### config.mk
export PLATFORM = sky130hd
export DESIGN_NAME = alu_share_ctrl_flat
export DESIGN_NICKNAME = d
export VERILOG_FILES = /design/src/rtl/alu_pkg.sv /design/src/rtl/alu_share_ctrl_if.sv /design/src/rtl/rr_arbiter_2.sv /design/src/rtl/alu_share_ctrl.sv /design/src/flat_wrapper.sv
export SDC_FILE = /design/constraint.sdc
export NUM_CORES = 1
export LEC_CHECK = 0
export CAP_MARGIN = 20
export CORE_AREA = 2 2 212 214
export DETAILED_ROUTE_END_ITERATION = 16
export DIE_AREA = 0 0 214 216
export MAX_ROUTING_LAYER = met4
export PLACE_DENSITY = 0.53
export SYNTH_ARGS = -nofsm -noshare
export SYNTH_HDL_FRONTEND = slang
export SYNTH_HIERARCHICAL = 1
export SYNTH_SLANG_ARGS = --single-unit
### constraint.sdc
create_clock -name clk -period 2.05 [get_ports clk]
set_input_delay 0.41 -clock clk [delete_from_list [all_inputs] [get_ports clk]]
set_output_delay 0.41 -clock clk [all_outputs]
set_load 0.005 [all_outputs]
### src/rtl/alu_pkg.sv
// rtl/alu_pkg.sv - shared opcode, status and state definitions for the ALU share controller
package alu_pkg;

  localparam int ALU_WIDTH = 64;

  // Opcode field layout: sel[4:2] selects the operation, sel[1:0] invert the operands
  localparam int INV_A = 0;
  localparam int INV_B = 1;
  localparam logic [2:0] OP_OR  = 3'd1;
  localparam logic [2:0] OP_AND = 3'd2;
  localparam logic [2:0] OP_XOR = 3'd3;
  localparam logic [2:0] OP_ADD = 3'd4;
  localparam logic [2:0] OP_SHR = 3'd5;
  localparam logic [2:0] OP_SHL = 3'd6;

  // Status flag bit indices
  localparam int ST_C = 0;
  localparam int ST_Z = 1;
  localparam int ST_V = 2;
  localparam int ST_N = 3;

  typedef enum logic [1:0] {
    IDLE = 2'd0,
    EXEC = 2'd1,
    RESP = 2'd2
  } state_t;

  function automatic logic op_legal(input logic [4:0] sel);
    return (sel[4:2] >= OP_OR) && (sel[4:2] <= OP_SHL);
  endfunction

endpackage

### src/rtl/alu_share_ctrl_if.sv
// rtl/alu_share_ctrl_if.sv - client request/response channels of the ALU share controller
interface alu_share_ctrl_if #(
  parameter int WIDTH = 64
);
  logic             req0_valid;
  logic             req0_ready;
  logic [WIDTH-1:0] req0_a;
  logic [WIDTH-1:0] req0_b;
  logic [4:0]       req0_sel;
  logic             req0_cin;

  logic             req1_valid;
  logic             req1_ready;
  logic [WIDTH-1:0] req1_a;
  logic [WIDTH-1:0] req1_b;
  logic [4:0]       req1_sel;
  logic             req1_cin;

  logic             rsp0_valid;
  logic             rsp0_ready;
  logic             rsp1_valid;
  logic             rsp1_ready;
  logic [WIDTH-1:0] rsp_data;
  logic             rsp_cout;
  logic [3:0]       rsp_status;
  logic             rsp_err;

  modport slave (
    input  req0_valid, req0_a, req0_b, req0_sel, req0_cin,
    input  req1_valid, req1_a, req1_b, req1_sel, req1_cin,
    output req0_ready, req1_ready,
    output rsp0_valid, rsp1_valid, rsp_data, rsp_cout, rsp_status, rsp_err,
    input  rsp0_ready, rsp1_ready
  );

  modport master (
    output req0_valid, req0_a, req0_b, req0_sel, req0_cin,
    output req1_valid, req1_a, req1_b, req1_sel, req1_cin,
    input  req0_ready, req1_ready,
    input  rsp0_valid, rsp1_valid, rsp_data, rsp_cout, rsp_status, rsp_err,
    output rsp0_ready, rsp1_ready
  );

endinterface

### src/rtl/rr_arbiter_2.sv
// rtl/rr_arbiter_2.sv - two-input round-robin grant with pointer-update strobe
module rr_arbiter_2 (
  input  logic       clk,
  input  logic       rst,
  input  logic [1:0] req,
  input  logic       update,
  input  logic       served_id,
  output logic       grant_valid,
  output logic       grant_id
);

  logic ptr;

  // The pointer only breaks ties; a lone requester is granted regardless of it
  always_comb begin
    grant_valid = |req;
    grant_id    = (req == 2'b11) ? ptr : req[1];
  end

  // After a served request, favour the other requester next time
  always_ff @(posedge clk) begin
    if (rst) begin
      ptr <= 1'b0;
    end else if (update) begin
      ptr <= ~served_id;
    end
  end

endmodule

### src/rtl/alu_share_ctrl.sv
// rtl/alu_share_ctrl.sv - two-client arbiter and sequencer for the shared ALU
module alu_share_ctrl
  import alu_pkg::*;
#(
  parameter int WIDTH = ALU_WIDTH
) (
  input  logic             clk,
  input  logic             rst,
  alu_share_ctrl_if.slave  bus,
  output logic [WIDTH-1:0] alu_a,
  output logic [WIDTH-1:0] alu_b,
  output logic [4:0]       alu_sel,
  output logic             alu_cin,
  input  logic [WIDTH-1:0] alu_out,
  input  logic             alu_cout,
  input  logic [3:0]       alu_status
);

  state_t           state, state_nx;
  logic [WIDTH-1:0] a_q, b_q;
  logic [4:0]       sel_q;
  logic             cin_q;
  logic             id_q;
  logic             grant_valid, grant_id;
  logic             accept, rsp_hs, rsp_ready_sel;

  rr_arbiter_2 u_arb (
    .clk         (clk),
    .rst         (rst),
    .req         ({bus.req1_valid, bus.req0_valid}),
    .update      (rsp_hs),
    .served_id   (id_q),
    .grant_valid (grant_valid),
    .grant_id    (grant_id)
  );

  assign rsp_ready_sel = id_q ? bus.rsp1_ready : bus.rsp0_ready;

  // Next-state and handshake strobes; ready only ever asserted from IDLE
  always_comb begin
    state_nx = state;
    accept   = 1'b0;
    rsp_hs   = 1'b0;
    case (state)
      IDLE: begin
        if (grant_valid) begin
          accept   = 1'b1;
          state_nx = EXEC;
        end
      end
      EXEC: state_nx = RESP;
      RESP: begin
        if (rsp_ready_sel) begin
          rsp_hs   = 1'b1;
          state_nx = IDLE;
        end
      end
      default: state_nx = IDLE;
    endcase
  end

  assign bus.req0_ready = accept & ~grant_id;
  assign bus.req1_ready = accept &  grant_id;
  assign bus.rsp0_valid = (state == RESP) & ~id_q;
  assign bus.rsp1_valid = (state == RESP) &  id_q;

  // State register
  always_ff @(posedge clk) begin
    if (rst) begin
      state <= IDLE;
    end else begin
      state <= state_nx;
    end
  end

  // Latch the granted request; these registers also drive the ALU pins directly
  always_ff @(posedge clk) begin
    if (rst) begin
      a_q   <= '0;
      b_q   <= '0;
      sel_q <= '0;
      cin_q <= 1'b0;
      id_q  <= 1'b0;
    end else if (accept) begin
      a_q   <= grant_id ? bus.req1_a   : bus.req0_a;
      b_q   <= grant_id ? bus.req1_b   : bus.req0_b;
      sel_q <= grant_id ? bus.req1_sel : bus.req0_sel;
      cin_q <= grant_id ? bus.req1_cin : bus.req0_cin;
      id_q  <= grant_id;
    end
  end

  assign alu_a   = a_q;
  assign alu_b   = b_q;
  assign alu_sel = sel_q;
  assign alu_cin = cin_q;

  // Capture the ALU result at the end of EXEC; illegal opcodes report a fixed error response
  always_ff @(posedge clk) begin
    if (rst) begin
      bus.rsp_data   <= '0;
      bus.rsp_cout   <= 1'b0;
      bus.rsp_status <= 4'b0000;
      bus.rsp_err    <= 1'b0;
    end else if (state == EXEC) begin
      if (op_legal(sel_q)) begin
        bus.rsp_data   <= alu_out;
        bus.rsp_cout   <= alu_cout;
        bus.rsp_status <= alu_status;
        bus.rsp_err    <= 1'b0;
      end else begin
        bus.rsp_data   <= '0;
        bus.rsp_cout   <= 1'b0;
        bus.rsp_status <= 4'b0010;
        bus.rsp_err    <= 1'b1;
      end
    end
  end

endmodule

### src/flat_wrapper.sv
// flat-port wrapper written by rule: the top's interface ports become plain ports
module alu_share_ctrl_flat import alu_pkg::*;
#(
  parameter int WIDTH = ALU_WIDTH
)
  (clk, rst, alu_a, alu_b, alu_sel, alu_cin, alu_out, alu_cout, alu_status, bus_req0_valid, bus_req0_a, bus_req0_b, bus_req0_sel, bus_req0_cin, bus_req1_valid, bus_req1_a, bus_req1_b, bus_req1_sel, bus_req1_cin, bus_req0_ready, bus_req1_ready, bus_rsp0_valid, bus_rsp1_valid, bus_rsp_data, bus_rsp_cout, bus_rsp_status, bus_rsp_err, bus_rsp0_ready, bus_rsp1_ready);
  alu_share_ctrl_if #(.WIDTH(WIDTH)) bus_i ();
  input  logic clk;
  input  logic rst;
  output logic [WIDTH-1:0] alu_a;
  output logic [WIDTH-1:0] alu_b;
  output logic [4:0] alu_sel;
  output logic alu_cin;
  input  logic [WIDTH-1:0] alu_out;
  input  logic alu_cout;
  input  logic [3:0] alu_status;
  input wire logic [$bits(bus_i.req0_valid)-1:0] bus_req0_valid;
  input wire logic [$bits(bus_i.req0_a)-1:0] bus_req0_a;
  input wire logic [$bits(bus_i.req0_b)-1:0] bus_req0_b;
  input wire logic [$bits(bus_i.req0_sel)-1:0] bus_req0_sel;
  input wire logic [$bits(bus_i.req0_cin)-1:0] bus_req0_cin;
  input wire logic [$bits(bus_i.req1_valid)-1:0] bus_req1_valid;
  input wire logic [$bits(bus_i.req1_a)-1:0] bus_req1_a;
  input wire logic [$bits(bus_i.req1_b)-1:0] bus_req1_b;
  input wire logic [$bits(bus_i.req1_sel)-1:0] bus_req1_sel;
  input wire logic [$bits(bus_i.req1_cin)-1:0] bus_req1_cin;
  output wire logic [$bits(bus_i.req0_ready)-1:0] bus_req0_ready;
  output wire logic [$bits(bus_i.req1_ready)-1:0] bus_req1_ready;
  output wire logic [$bits(bus_i.rsp0_valid)-1:0] bus_rsp0_valid;
  output wire logic [$bits(bus_i.rsp1_valid)-1:0] bus_rsp1_valid;
  output wire logic [$bits(bus_i.rsp_data)-1:0] bus_rsp_data;
  output wire logic [$bits(bus_i.rsp_cout)-1:0] bus_rsp_cout;
  output wire logic [$bits(bus_i.rsp_status)-1:0] bus_rsp_status;
  output wire logic [$bits(bus_i.rsp_err)-1:0] bus_rsp_err;
  input wire logic [$bits(bus_i.rsp0_ready)-1:0] bus_rsp0_ready;
  input wire logic [$bits(bus_i.rsp1_ready)-1:0] bus_rsp1_ready;
  assign bus_i.req0_valid = bus_req0_valid;
  assign bus_i.req0_a = bus_req0_a;
  assign bus_i.req0_b = bus_req0_b;
  assign bus_i.req0_sel = bus_req0_sel;
  assign bus_i.req0_cin = bus_req0_cin;
  assign bus_i.req1_valid = bus_req1_valid;
  assign bus_i.req1_a = bus_req1_a;
  assign bus_i.req1_b = bus_req1_b;
  assign bus_i.req1_sel = bus_req1_sel;
  assign bus_i.req1_cin = bus_req1_cin;
  assign bus_req0_ready = bus_i.req0_ready;
  assign bus_req1_ready = bus_i.req1_ready;
  assign bus_rsp0_valid = bus_i.rsp0_valid;
  assign bus_rsp1_valid = bus_i.rsp1_valid;
  assign bus_rsp_data = bus_i.rsp_data;
  assign bus_rsp_cout = bus_i.rsp_cout;
  assign bus_rsp_status = bus_i.rsp_status;
  assign bus_rsp_err = bus_i.rsp_err;
  assign bus_i.rsp0_ready = bus_rsp0_ready;
  assign bus_i.rsp1_ready = bus_rsp1_ready;
  alu_share_ctrl #(.WIDTH(WIDTH)) u_core (.clk(clk), .rst(rst), .bus(bus_i), .alu_a(alu_a), .alu_b(alu_b), .alu_sel(alu_sel), .alu_cin(alu_cin), .alu_out(alu_out), .alu_cout(alu_cout), .alu_status(alu_status));
endmodule
==> results.toml <==
[run_status]
status = "completed"

[route]
wl_per_cell_um = 17.4
routed_wl_um = 33700
drtPass1Iterations = 4
viasPerCell = 4.14
vias = 8021
drtIter0Drc = 320
drc = 0
final_antenna_net_count = 0

[final_layout]
areaGrowthSynthToFinish_pct = 87.6
finalNetCount = 1668
drive_gt1_frac = 0.0639
n_antenna_cell = 0
design_area_um2 = 15300
finalNonFillerCells = 1937

[global_routing]
grt_pass1_wl_um = 50200
antenna_found_initial = 1
grt_pass1_vias = 8287
grt.overflow.total = 0
grt_use_total = 0.144
grt_max_degree = 80

[worst_setup_path]
rrSetupSlack_ns = 0.17
path_cells = "inv_1 > a21boi_4 > buf_4 > and2_1 > dlygate4sd2_1"
endpoint = "bus_req1_ready"
crit_buf_inv = 3
cp_slowest_cell = "dfxtp_1"
path_max_fanout = 2
worst_setup_path_end_kind = "output port"
slowest_delay_ns = 0.33
r2r_cells = 8
cp_top_family = "buffers and inverters"
worstSetupPathType = "reg2out"
cp.depth = 5
crit_required_ns = 1.64
timing.rr.end = "u_core/alu_a[50]"
arrival_ns = 1.56
startpoint_type = "register"
r2r_start = "u_core/u_arb/ptr"
startpoint = "u_core/u_arb/ptr"

[power]
vdd_drop_max_mv = 0.497
power_density_nw_per_um2 = 804
p_comb_frac = 0.233
power_frac_seq = 0.382
p_switching_uw = 3160
p_sw_frac = 0.257
clockPowerShare = 0.386
p_leak_uw = 0.00573
p_int_uw = 9160

[place]
portBuffers = 550
dpl.cell_count = 1886
gp_congestion = 0.836
hpwl_um = 26200
placed_area_um2 = 14400

[die]
dieHeight_um = 216
die_area_um2 = 46200
initial_utilization = 0.186
die_w_um = 214
placementRows = 77
core-area_um2 = 43800
ios = 551

[sta]
rsz0062_at_grt = "no"
skew_ns = 0.00967
tightest_slew_ns = 0.819
min_period_ns = 1.97
maxSlewViolCount = 0
setup_violations = 0
fmax_mhz = 508
tns_ns = 0
finalCritPeriodShare = 0.960
finalHoldViolCount = 0
holdWs_ns = 0.456
relSlewSlack = 0.454

[synth]
seq_area_frac_synth = 0.509
synthesis.area_um2 = 8170
syn_inst = 786
avgSynthCellArea_um2 = 10.4
ys_warn_count = 6
synth.distinct_cells = 25
synthesis.nets = 1129
synth_seq_cells = 208

[clocking]
htreeDepth = 1
cts_tree = "yes"
holdBufCountCts = 0
numCtsBuffers = 26
clock_sinks = 208
worstSkewPairLatency_ns = 0.54
ctsRootBufferMaster = "clkbuf_16"
clkTransAtPathRegs_ns = 0.06
clock_path_buffers = 3

[run]
drv_cap = 0

[worst_hold_path]
min-delay-path-class = "in2reg"
whs_path_depth = 3
## kinds of logic (layout without fill, tap and decap cells)
family | count (synthesis) | in the layout | synth area share
compound gates | 205 | 205 | 0.199
simple gates | 160 | 160 | 0.0795
flops | 208 | 208 | 0.509
mux | 136 | 136 | 0.167
buf+inv | 77 | 636 | 0.0455
## worst min-delay path by stage
stage / startpoint / end
final: rst / u_core/alu_cin
after global routing: alu_out[8] / u_core/bus.rsp_data[8]
after CTS: alu_out[8] / u_core/bus.rsp_data[8]
after detailed placement: u_core/bus.rsp_data[40] / u_core/bus.rsp_data[40]
after global placement: u_core/bus.rsp_data[14] / u_core/bus.rsp_data[14]
after floorplan: u_core/bus.rsp_data[43] / u_core/bus.rsp_data[43]
## power by group through the flow
stage          Combinational (uW)  Clock [uW]  Sequential (uW)
3_3_place_gp                 2890           0             4780
6_report                     2870        4750             4700
2_1_floorplan                1020           0             4790
3_5_place_dp                 2890           0             4790
4_1_cts                      2920        4920             4710
5_1_grt                      3100        5060             4760
## sequential cells by signal, summed over array words and instances (netlist names)
name,count
u_core/id_q,1
u_core/bus.rsp_err,1
u_core/alu_cin,1
u_core/u_arb/ptr,1
u_core/bus.rsp_data,64
u_core/state,2
u_core/alu_b,64
u_core/bus.rsp_status,4
u_core/bus.rsp_cout,1
u_core/alu_sel,5
u_core/alu_a,64
## routing by layer
| layer | vias to the layer above | global-route usage | part of all wire |
|---|---|---|---|
| met3 | 42 | 0.0420 | 0.087 |
| met5 | - | - | 0 |
| li1 | 3977 | - | - |
| met2 | 382 | 0.253 | 0.50 |
| met1 | 3620 | 0.158 | 0.40 |
| met4 | 0 | 0.0382 | 0.018 |
## synthesized netlist by cell type
master,instances,area (um2)
a211oi_1,134,1010
a211oi_2,1,12.5
a21boi_0,1,7.51
a21oi_1,1,5.00
a22o_1,68,596
and2_1,1,6.26
and3_1,1,6.26
buf_1,1,3.75
buf_2,48,240
buf_4,2,15.0
buf_6,2,22.5
clkbuf_1,22,82.6
dfxtp_1,208,4160
inv_1,2,7.51
mux2i_1,136,1360
nand2_1,1,3.75
nand2b_1,3,18.8
nor2_1,144,541
nor2_2,1,6.26
nor2b_1,1,6.26
nor3_1,4,20.0
nor3b_1,1,7.51
nor4_1,1,6.26
nor4_4,1,21.3
or2_1,1,6.26
## area by class of cell
type	instances	area, um2
Multi-Input combinational cell	501	3670
Tap cell	592	741
Clock inverter	10	135
Fill cell	4458	28500
Timing Repair Buffer	586	5850
Sequential cell	208	4170
Inverter	2	7.51
Clock buffer	38	757
## what timing repair did
action,4_1_cts,5_1_grt
endpoints found under the setup margin,4,0
buffers inserted,3,0
resized for setup,10,0
## per-stage QoR
stage	utilization	total power [uW]	setup slack (ns)
2_1_floorplan	-	5810	0.262
3_5_place_dp	0.329	7680	-0.301
5_1_grt	0.350	12900	0.00713
6_report	0.350	12300	0.0821
4_1_cts	0.350	12500	0.0547
3_3_place_gp	0.329	7660	-0.300
## layout by cell type, fill, tap and decap left out
cell,n
clkdlybuf4s50_1,543
dfxtp_1,206
nor2_1,144
mux2i_1,136
a211oi_1,134
a22o_1,68
buf_4,30
clkbuf_16,27
clkbuf_1,7
buf_12,7
dlygate4sd2_1,6
clkinv_2,5
clkbuf_8,4
nor3_1,4
bufinv_16,3
inv_1,2
nand2b_1,2
dfxtp_2,2
inv_8,1
clkinv_4,1
nand2b_4,1
nand2_1,1
nor3b_4,1
and2_1,1
and3_1,1
nor4_4,1
nor2b_1,1
nor2_4,1
nor4_1,1
a21oi_1,1
or2_1,1
a21boi_4,1
a211oi_2,1
## worst register-to-register path: cells and delay by family (launching register included)
| family | cells | cell delay [ns] |
|---|---|---|
| AOI/OAI and AO/OA | 2 | 0.39 |
| buffers and inverters | 5 | 0.89 |
| DFF | 1 | 0.33 |
| muxes | 1 | 0.18 |
No activity file was read; power rests on OpenSTA's default activity.
